### src/rtl/reg_bank_mp.sv
// reg_bank_mp: parametrised register bank with one write port, per-byte write
// enables, and two independent read ports with one-cycle latency.
// Accesses to addresses at or above NUM_REGS are flagged and counted in a
// saturating 8-bit error counter.
// Build option: define REG_BANK_BYPASS_EN to make a read that hits the word
// being legally written in the same edge return the merged new value. Without
// it, the read returns the old value.
module reg_bank_mp #(
    parameter int  DATA_W   = 16,
    parameter int  NUM_REGS = 14,
    parameter int  ADDR_W   = 4,
    localparam int BE_W     = DATA_W / 8
) (
    input  logic              clk,
    input  logic              rst,
    input  logic              wr_en,
    input  logic [ADDR_W-1:0] wr_addr,
    input  logic [BE_W-1:0]   wr_be,
    input  logic [DATA_W-1:0] wr_data,
    input  logic              rd_en_a,
    input  logic [ADDR_W-1:0] rd_addr_a,
    output logic [DATA_W-1:0] rd_data_a,
    output logic              rd_valid_a,
    output logic              rd_err_a,
    input  logic              rd_en_b,
    input  logic [ADDR_W-1:0] rd_addr_b,
    output logic [DATA_W-1:0] rd_data_b,
    output logic              rd_valid_b,
    output logic              rd_err_b,
    output logic              wr_err,
    input  logic              err_clr,
    output logic [7:0]        err_cnt
);

    localparam logic [ADDR_W:0] NUM_REGS_EXT = (ADDR_W + 1)'(NUM_REGS);

    logic [DATA_W-1:0] regs_q [NUM_REGS];
    logic [DATA_W-1:0] regs_d [NUM_REGS];
    logic [DATA_W-1:0] rd_data_a_q, rd_data_a_d;
    logic [DATA_W-1:0] rd_data_b_q, rd_data_b_d;
    logic              rd_valid_a_q, rd_valid_a_d;
    logic              rd_valid_b_q, rd_valid_b_d;
    logic              rd_err_a_q, rd_err_a_d;
    logic              rd_err_b_q, rd_err_b_d;
    logic              wr_err_q, wr_err_d;
    logic [7:0]        err_cnt_q, err_cnt_d;

    logic              wr_legal, rd_legal_a, rd_legal_b;
    logic              wr_bad, rd_bad_a, rd_bad_b;
    logic [DATA_W-1:0] wr_old, wr_merged;
    logic [DATA_W-1:0] rd_val_a, rd_val_b;
    logic [1:0]        err_new;
    logic [8:0]        err_sum;

    // Replace the bytes of old_v selected by be with the matching bytes of new_v.
    function automatic logic [DATA_W-1:0] merge_bytes(
        input logic [DATA_W-1:0] old_v,
        input logic [DATA_W-1:0] new_v,
        input logic [BE_W-1:0]   be
    );
        logic [DATA_W-1:0] res;
        res = old_v;
        for (int i = 0; i < BE_W; i++) begin
            if (be[i]) res[8*i +: 8] = new_v[8*i +: 8];
        end
        return res;
    endfunction

    // Decode address legality, look up the addressed words, and build the merged write word.
    always_comb begin
        // NOTE: every variable assigned in always_comb gets a default first, so no path can infer a latch.
        wr_legal   = ({1'b0, wr_addr}   < NUM_REGS_EXT);
        rd_legal_a = ({1'b0, rd_addr_a} < NUM_REGS_EXT);
        rd_legal_b = ({1'b0, rd_addr_b} < NUM_REGS_EXT);
        wr_bad     = wr_en   & ~wr_legal;
        rd_bad_a   = rd_en_a & ~rd_legal_a;
        rd_bad_b   = rd_en_b & ~rd_legal_b;
        wr_old     = '0;
        rd_val_a   = '0;
        rd_val_b   = '0;
        for (int i = 0; i < NUM_REGS; i++) begin
            if (wr_addr   == ADDR_W'(i)) wr_old   = regs_q[i];
            if (rd_addr_a == ADDR_W'(i)) rd_val_a = regs_q[i];
            if (rd_addr_b == ADDR_W'(i)) rd_val_b = regs_q[i];
        end
        wr_merged = merge_bytes(wr_old, wr_data, wr_be);
`ifdef REG_BANK_BYPASS_EN
        if (wr_en && wr_legal && rd_addr_a == wr_addr) rd_val_a = wr_merged;
        if (wr_en && wr_legal && rd_addr_b == wr_addr) rd_val_b = wr_merged;
`else
        // Read-before-write: the reads above already return the pre-edge contents.
`endif
    end

    // Next register-array contents: only the legally addressed word takes the merged value.
    always_comb begin
        for (int i = 0; i < NUM_REGS; i++) begin
            regs_d[i] = regs_q[i];
            if (wr_en && wr_legal && wr_addr == ADDR_W'(i)) regs_d[i] = wr_merged;
        end
    end

    // Next read-port state: data holds when idle, zero on an illegal address.
    always_comb begin
        rd_data_a_d  = rd_data_a_q;
        rd_valid_a_d = rd_en_a;
        rd_err_a_d   = rd_bad_a;
        if (rd_en_a) rd_data_a_d = rd_legal_a ? rd_val_a : '0;

        rd_data_b_d  = rd_data_b_q;
        rd_valid_b_d = rd_en_b;
        rd_err_b_d   = rd_bad_b;
        if (rd_en_b) rd_data_b_d = rd_legal_b ? rd_val_b : '0;

        wr_err_d = wr_bad;
    end

    // Saturating error counter: a clear still counts errors arriving in the same edge.
    always_comb begin
        err_new   = 2'({1'b0, wr_bad}) + 2'({1'b0, rd_bad_a}) + 2'({1'b0, rd_bad_b});
        err_sum   = (err_clr ? 9'd0 : {1'b0, err_cnt_q}) + 9'(err_new);
        err_cnt_d = err_sum[8] ? 8'hFF : err_sum[7:0];
    end

    // State update on the rising edge; asynchronous reset clears everything, including the array.
    always_ff @(posedge clk or posedge rst) begin
        if (rst) begin
            // NOTE: the register array is reset too, because cleared contents after reset are part of the interface contract.
            for (int i = 0; i < NUM_REGS; i++) regs_q[i] <= '0;
            rd_data_a_q  <= '0;
            rd_data_b_q  <= '0;
            rd_valid_a_q <= 1'b0;
            rd_valid_b_q <= 1'b0;
            rd_err_a_q   <= 1'b0;
            rd_err_b_q   <= 1'b0;
            wr_err_q     <= 1'b0;
            err_cnt_q    <= '0;
        end else begin
            // NOTE: non-blocking assignments keep every flop sampling pre-edge values.
            for (int i = 0; i < NUM_REGS; i++) regs_q[i] <= regs_d[i];
            rd_data_a_q  <= rd_data_a_d;
            rd_data_b_q  <= rd_data_b_d;
            rd_valid_a_q <= rd_valid_a_d;
            rd_valid_b_q <= rd_valid_b_d;
            rd_err_a_q   <= rd_err_a_d;
            rd_err_b_q   <= rd_err_b_d;
            wr_err_q     <= wr_err_d;
            err_cnt_q    <= err_cnt_d;
        end
    end

    assign rd_data_a  = rd_data_a_q;
    assign rd_data_b  = rd_data_b_q;
    assign rd_valid_a = rd_valid_a_q;
    assign rd_valid_b = rd_valid_b_q;
    assign rd_err_a   = rd_err_a_q;
    assign rd_err_b   = rd_err_b_q;
    assign wr_err     = wr_err_q;
    assign err_cnt    = err_cnt_q;

endmodule

### config.mk
export PLATFORM = sky130hd
export DESIGN_NAME = reg_bank_mp
export DESIGN_NICKNAME = d
export VERILOG_FILES = /design/src/rtl/reg_bank_mp.sv
export SDC_FILE = /design/constraint.sdc
export NUM_CORES = 1
export LEC_CHECK = 0
export CAP_MARGIN = 20
export CORE_MARGIN = 5
export CORE_UTILIZATION = 55
export CTS_BUF_LIST = sky130_fd_sc_hd__clkbuf_8 sky130_fd_sc_hd__clkbuf_16
export DETAILED_ROUTE_END_ITERATION = 6
export DONT_BUFFER_PORTS = 1
export PLACE_DENSITY = 0.7
export SYNTH_ARGS = -nofsm -noshare
export SYNTH_HDL_FRONTEND = slang
export SYNTH_SLANG_ARGS = --single-unit
### constraint.sdc
create_clock -name clk -period 23 [get_ports clk]
set_input_delay 2.3 -clock clk [delete_from_list [all_inputs] [get_ports clk]]
set_output_delay 2.3 -clock clk [all_outputs]
set_load 0.005 [all_outputs]
* Word-level counts from Yosys, hierarchy flattened
Cells that the tools add are included.
Storage, ports and cells: bits of input ports 36, register bits after elaboration 269, word-level logic and storage cells 139
Operators by class: magnitude comparators 3, mux-type cells 48, add/sub/neg operators 3, bitwise logic cells 6, reduce and logical (&&, ||, !) cells 18, equality and inequality tests 39
Operators with widths (number):
- two-way mux 16 bit | 44
- == test 4 bit, second input constant | 18
- == test 4 x 3 -> 1 bit, second input constant | 12
- two-way mux 8 bit | 4
- == test 4 x 2 -> 1 bit, second input constant | 6
- logical AND 1 bit | 15
- == test 4 x 1 -> 1 bit, second input constant | 3
- logical NOT 4 bit | 3
- less-than comparator 4 bit, second input constant | 3
- adder 8 x 2 -> 9 bit | 1
- AND 1 bit | 3
- inverter 1 bit | 3
- adder 1 x 1 -> 2 bit | 1
- adder 2 x 1 -> 2 bit | 1

* Depth between registers and ports, before layout
word-level depth 16, depth in mapped cells 15, gate-level depth less buffers 11

* Least setup slack after synthesis
Ideal clock, no wire load.
path kind input to register, from input wr_addr[3], to register err_cnt_q[4] (netlist: err_cnt[4]), path buffers 4, cell stages on the path 14, slack 17.964 ns, data arrival time 4.901 ns, cells stage by stage buf_4 clkbuf_1 buf_4 buf_4 nand2_1 nor2_1 inv_1 fa_1 inv_1 ha_1 fa_1 and3_1 nand4b_1 o21ai_0
Between the ends: longest elaborated chain between the ends 7
Ends and longest elaborated chain:
- from (decl) | line 17 | input logic [ADDR_W-1:0] wr_addr,
- less-than comparator 4 bit | line 72 | wr_legal = ({1'b0, wr_addr} < NUM_REGS_EXT);
- inverter 1 bit | line 75 | wr_bad = wr_en & ~wr_legal;
- AND 1 bit | line 75
- named net wr_bad | line 49 | logic wr_bad, rd_bad_a, rd_bad_b;
- adder 1 x 1 -> 2 bit | line 120 | err_new = 2'({1'b0, wr_bad}) + 2'({1'b0, rd_bad_a}) + 2'({1'b0, rd_bad_b});
- adder 2 x 1 -> 2 bit | line 120
- adder 8 x 2 -> 9 bit | line 121 | err_sum = (err_clr ? 9'd0 : {1'b0, err_cnt_q}) + 9'(err_new);
- two-way mux 8 bit | line 122 | err_cnt_d = err_sum[8] ? 8'hFF : err_sum[7:0];
- named net err_cnt_d[4] | line 46 | logic [7:0] err_cnt_q, err_cnt_d;
- to (signal assigned) | line 148 | err_cnt_q <= err_cnt_d;
- to (decl) | line 46
The timed path passes the listed nets, and every way through them passes these cells. A chain may end at the register's enable or synchronous reset.

* Worst setup path in the final report
from input wr_addr[1], to register regs_q[23] (netlist bit)
Between the ends: longest elaborated chain between the ends 16, elaborated cells on any way between the ends 32, classes of those cells order compare: 1; eq/ne: 13; mux: 15; reduce/logical: 3
Ends and longest elaborated chain:
- logical NOT 4 bit | line 82 | if (wr_addr == ADDR_W'(i)) wr_old = regs_q[i];
- two-way mux 16 bit (14 in a row) | line 82
- two-way mux 8 bit | line 64 | if (be[i]) res[8*i +: 8] = new_v[8*i +: 8];
- to (decl) | line 37 | logic [DATA_W-1:0] regs_q [NUM_REGS];
Several ways; a longest one is shown, not always the timed one.

==> results.cfg <==
[pwr]
p_seq_share_pct = 45.6
power_frac_clock_pct = 32.6
internal-power_mw = 1.015
swShare_pct = 33.90
combPwrFrac_pct = 21.8
p_leak_nw = 7.503
p_sw_mw = 0.5208
ir_drop_mv = 0.06699
power.density_nw_per_um2 = 84.96

[cells_and_area]
drive_gt1_share_pct = 13.74
syn_to_final_growth_pct = 6.539
antenna_cells = 0
fin_cells = 2186
n_fill_cell = 2685
final_net_count = 1809

[clocking]
cts_tree = built
cts_hold_buffers = 0
clkLatencyLatePin_ns = 0.59
numClockSinks = 269
htreeDepth = 1
cts_buffers = 31
cts_setup_buffers = 0
cts-resized-gates = 0
root_buffer = clkbuf_16
path_clk_slew_ns = 0.06
clk_path_buf_depth = 3

[yosys]
synth_ff_type = dfrtp_1
syn_area_um2 = 16970
synth.avg_cell_area_um2 = 9.199
synth_seq_area_share_pct = 39.66
synth_top_area_share_pct = 39.66
syn-num-nets = 1885
synthTopCellsByArea = dfrtp_1 40%, mux2_2 6.2%, mux4_2 5.3%, a21oi_1 5.1%, nor2_1 4.8%
ys.warnings.count = 0
synth_edf_count = 0
netlist-cell-type-count = 82
yosys.area.top_type = dfrtp_1
synthCells = 1845
async_flop_share_pct = 100.0
ys_ff_latch = 269

[route]
wl_mm = 67.69
drt_iter0_drc = 2555
route.detailed.drc = 0
vias_per_cell = 7.361
postRouteAntennaNets = 0
dr.pass1.iters = 7
wl_per_cell_um = 30.97
vias = 16092

[sta]
hold_viol_final = 0
rsz0062_at_grt = false
setup_tns_ns = 0
setup_viol = 0
finalCritPeriodShare_pct = 19.34
fmax_mhz = 224.8
tightest_slew_ns = 1.224
fin_skew_ns = 0.01966
post-route-min-period_ns = 4.448
slew_violations = 0
max_slew_margin_pct = 18.20

[worst_hold_path]
hp-class = reg2reg

[floorplanning]
fp.dieW_um = 185.7
dieArea_um2 = 34470
die_h_um = 185.7
start_util_pct = 55.63
rows = 64
core_area_um2 = 30510
io_pins = 81

[global_routing]
antenna_found_initial = 0
grt_pass1_wl_mm = 101.5
grt_max_degree = 119
grt_pass1_vias = 15195
grt_usage_pct = 38.96
grt_overflow = 0

[setup_path]
max_stage_delay_ns = 1.01
crit_type = in2reg
end_kind = register
arrival_ns = 4.96
cp.depth = 5
rr_startpoint = regs_q[156]
cp_max_fo = 81
r2r-end = regs_q[220]
cp-start-kind = primary input
reg2reg_slack_ns = 20.25
cp.required_ns = 23.51
cp-startpoint = wr_addr[1]
crit_family = compound AO/OA/AOI/OAI gates
crit_slowest_cell = a221oi_2
endpoint = regs_q[23]
r2r_cells = 5
worstPathCellList = nor3b_2, o21a_1, o211ai_1, a221oi_2, mux2_2
path_buf_inv = 0

[placed_design]
post-dp-hpwl_mm = 46.63
place_congestion = 1.026
place_inst = 2129
port_buffers = 0

[run]
cap_violations = 0

[outcome]
outcome = completed
==> worst min-delay path, delay by kind of cell (launching register included) <==
family | cells | cell delay [ns]
and+or+nand+nor | 1 | 0.06
DFF | 1 | 0.37
AOI/OAI and AO/OA | 1 | 0.06
==> power by group through the flow <==
stage	clock network (mW)	registers, mW	logic [mW]
6_report	0.500	0.700	0.336
5_1_grt	0.523	0.708	0.363
4_1_cts	0.501	0.690	0.323
3_5_place_dp	0	0.698	0.322
3_3_place_gp	0	0.694	0.312
2_1_floorplan	0	0.646	0.263
==> placed cells by master, fill, tap and decap left out, drive strengths merged, types with 11 or more instances in the layout <==
cell type	netlist	layout
clkbuf	65	40
o221ai	30	30
o21ai	167	167
mux4	43	43
buf	83	39
o22ai	30	30
nand2b	24	24
a2bb2oi	12	12
o31ai	26	26
o211ai	17	17
nor2	222	222
mux2	94	94
nand3	38	38
a221o	11	11
dfrtp	269	269
and2	12	12
nand2	183	183
a31oi	13	13
a22oi	27	27
mux2i	69	69
nor2b	20	20
a211oi	17	17
a21oi	172	172
a221oi	17	17
inv	24	30
nor3	23	23
a22o	13	13
==> how the worst min path moves through the flow <==
stage,cells after the start,slack (ns),to,startpoint
4_1_cts,2,0.52,regs_q[200],regs_q[200]
3_5_place_dp,2,0.51,regs_q[200],regs_q[200]
5_1_grt,2,0.57,regs_q[193],regs_q[193]
2_1_floorplan,2,0.47,rd_data_a[11],rd_data_a[11]
3_3_place_gp,2,0.50,regs_q[193],regs_q[193]
6_report,2,0.52,regs_q[200],regs_q[200]
==> layer usage <==
metal / share of wire (%) / track usage (%) / vias to the layer above
met2: 41 / 55.80 / 1403
met3: 16 / 13.86 / 240
met5: 0 / 0 / -
met4: 4.6 / 13.73 / 0
met1: 39 / 55.07 / 7707
li1: - / - / 6742
==> sequential cells by signal (all words and copies together) (netlist names) <==
| register | flops |
|---|---|
| rd_err_a | 1 |
| err_cnt | 8 |
| rd_err_b | 1 |
| rd_data_a | 16 |
| regs_q | 224 |
| rd_valid_a | 1 |
| wr_err | 1 |
| rd_data_b | 16 |
| rd_valid_b | 1 |
==> logic make-up after synthesis <==
| family | after synthesis | share of synthesized area (%) |
|---|---|---|
| AOI/OAI and AO/OA | 623 | 23.83 |
| xor gates and xnor gates | 3 | 0.1548 |
| adders and majority gates | 4 | 0.3834 |
| buffers and inverters | 176 | 5.035 |
| DFF | 269 | 39.66 |
| muxes | 206 | 16.08 |
| and+or+nand+nor | 564 | 14.86 |
==> area by class of cell <==
type	instances	area (µm²)	share of cell area, %
Sequential cell	269	6731	37.23
Multi-Input combinational cell	1400	9402	52.00
Timing Repair Buffer	39	316.6	1.751
Clock inverter	14	123.9	0.6851
Tap cell	396	495.5	2.740
Clock buffer	40	899.6	4.975
Inverter	28	112.6	0.6228
==> Yosys cell counts, drive strengths merged (23+ instances only) <==
master  number
mux4        43
nor3        23
nand2      183
buf         83
a21oi      172
o221ai      30
o31ai       26
mux2i       69
nor2       222
dfrtp      269
o22ai       30
nand3       38
inv         24
mux2        94
nand2b      24
o21ai      167
clkbuf      65
a22oi       27
==> metrics by stage <==
stage               power, mW  instance area (µm²)  util, %  worst slack [ns]  hold slack, ns
finish                  1.536                18080    59.26             18.55          0.5234
global route            1.594                18080    59.26             18.47          0.5670
CTS                     1.515                18030    59.11             18.64          0.5233
detailed placement      1.020                17010    55.76             18.01          0.5101
global placement        1.007                17000    55.71             18.09          0.4998
floorplan              0.9082                16970        -             13.29          0.4699
No activity file was read; power rests on OpenSTA's default activity.
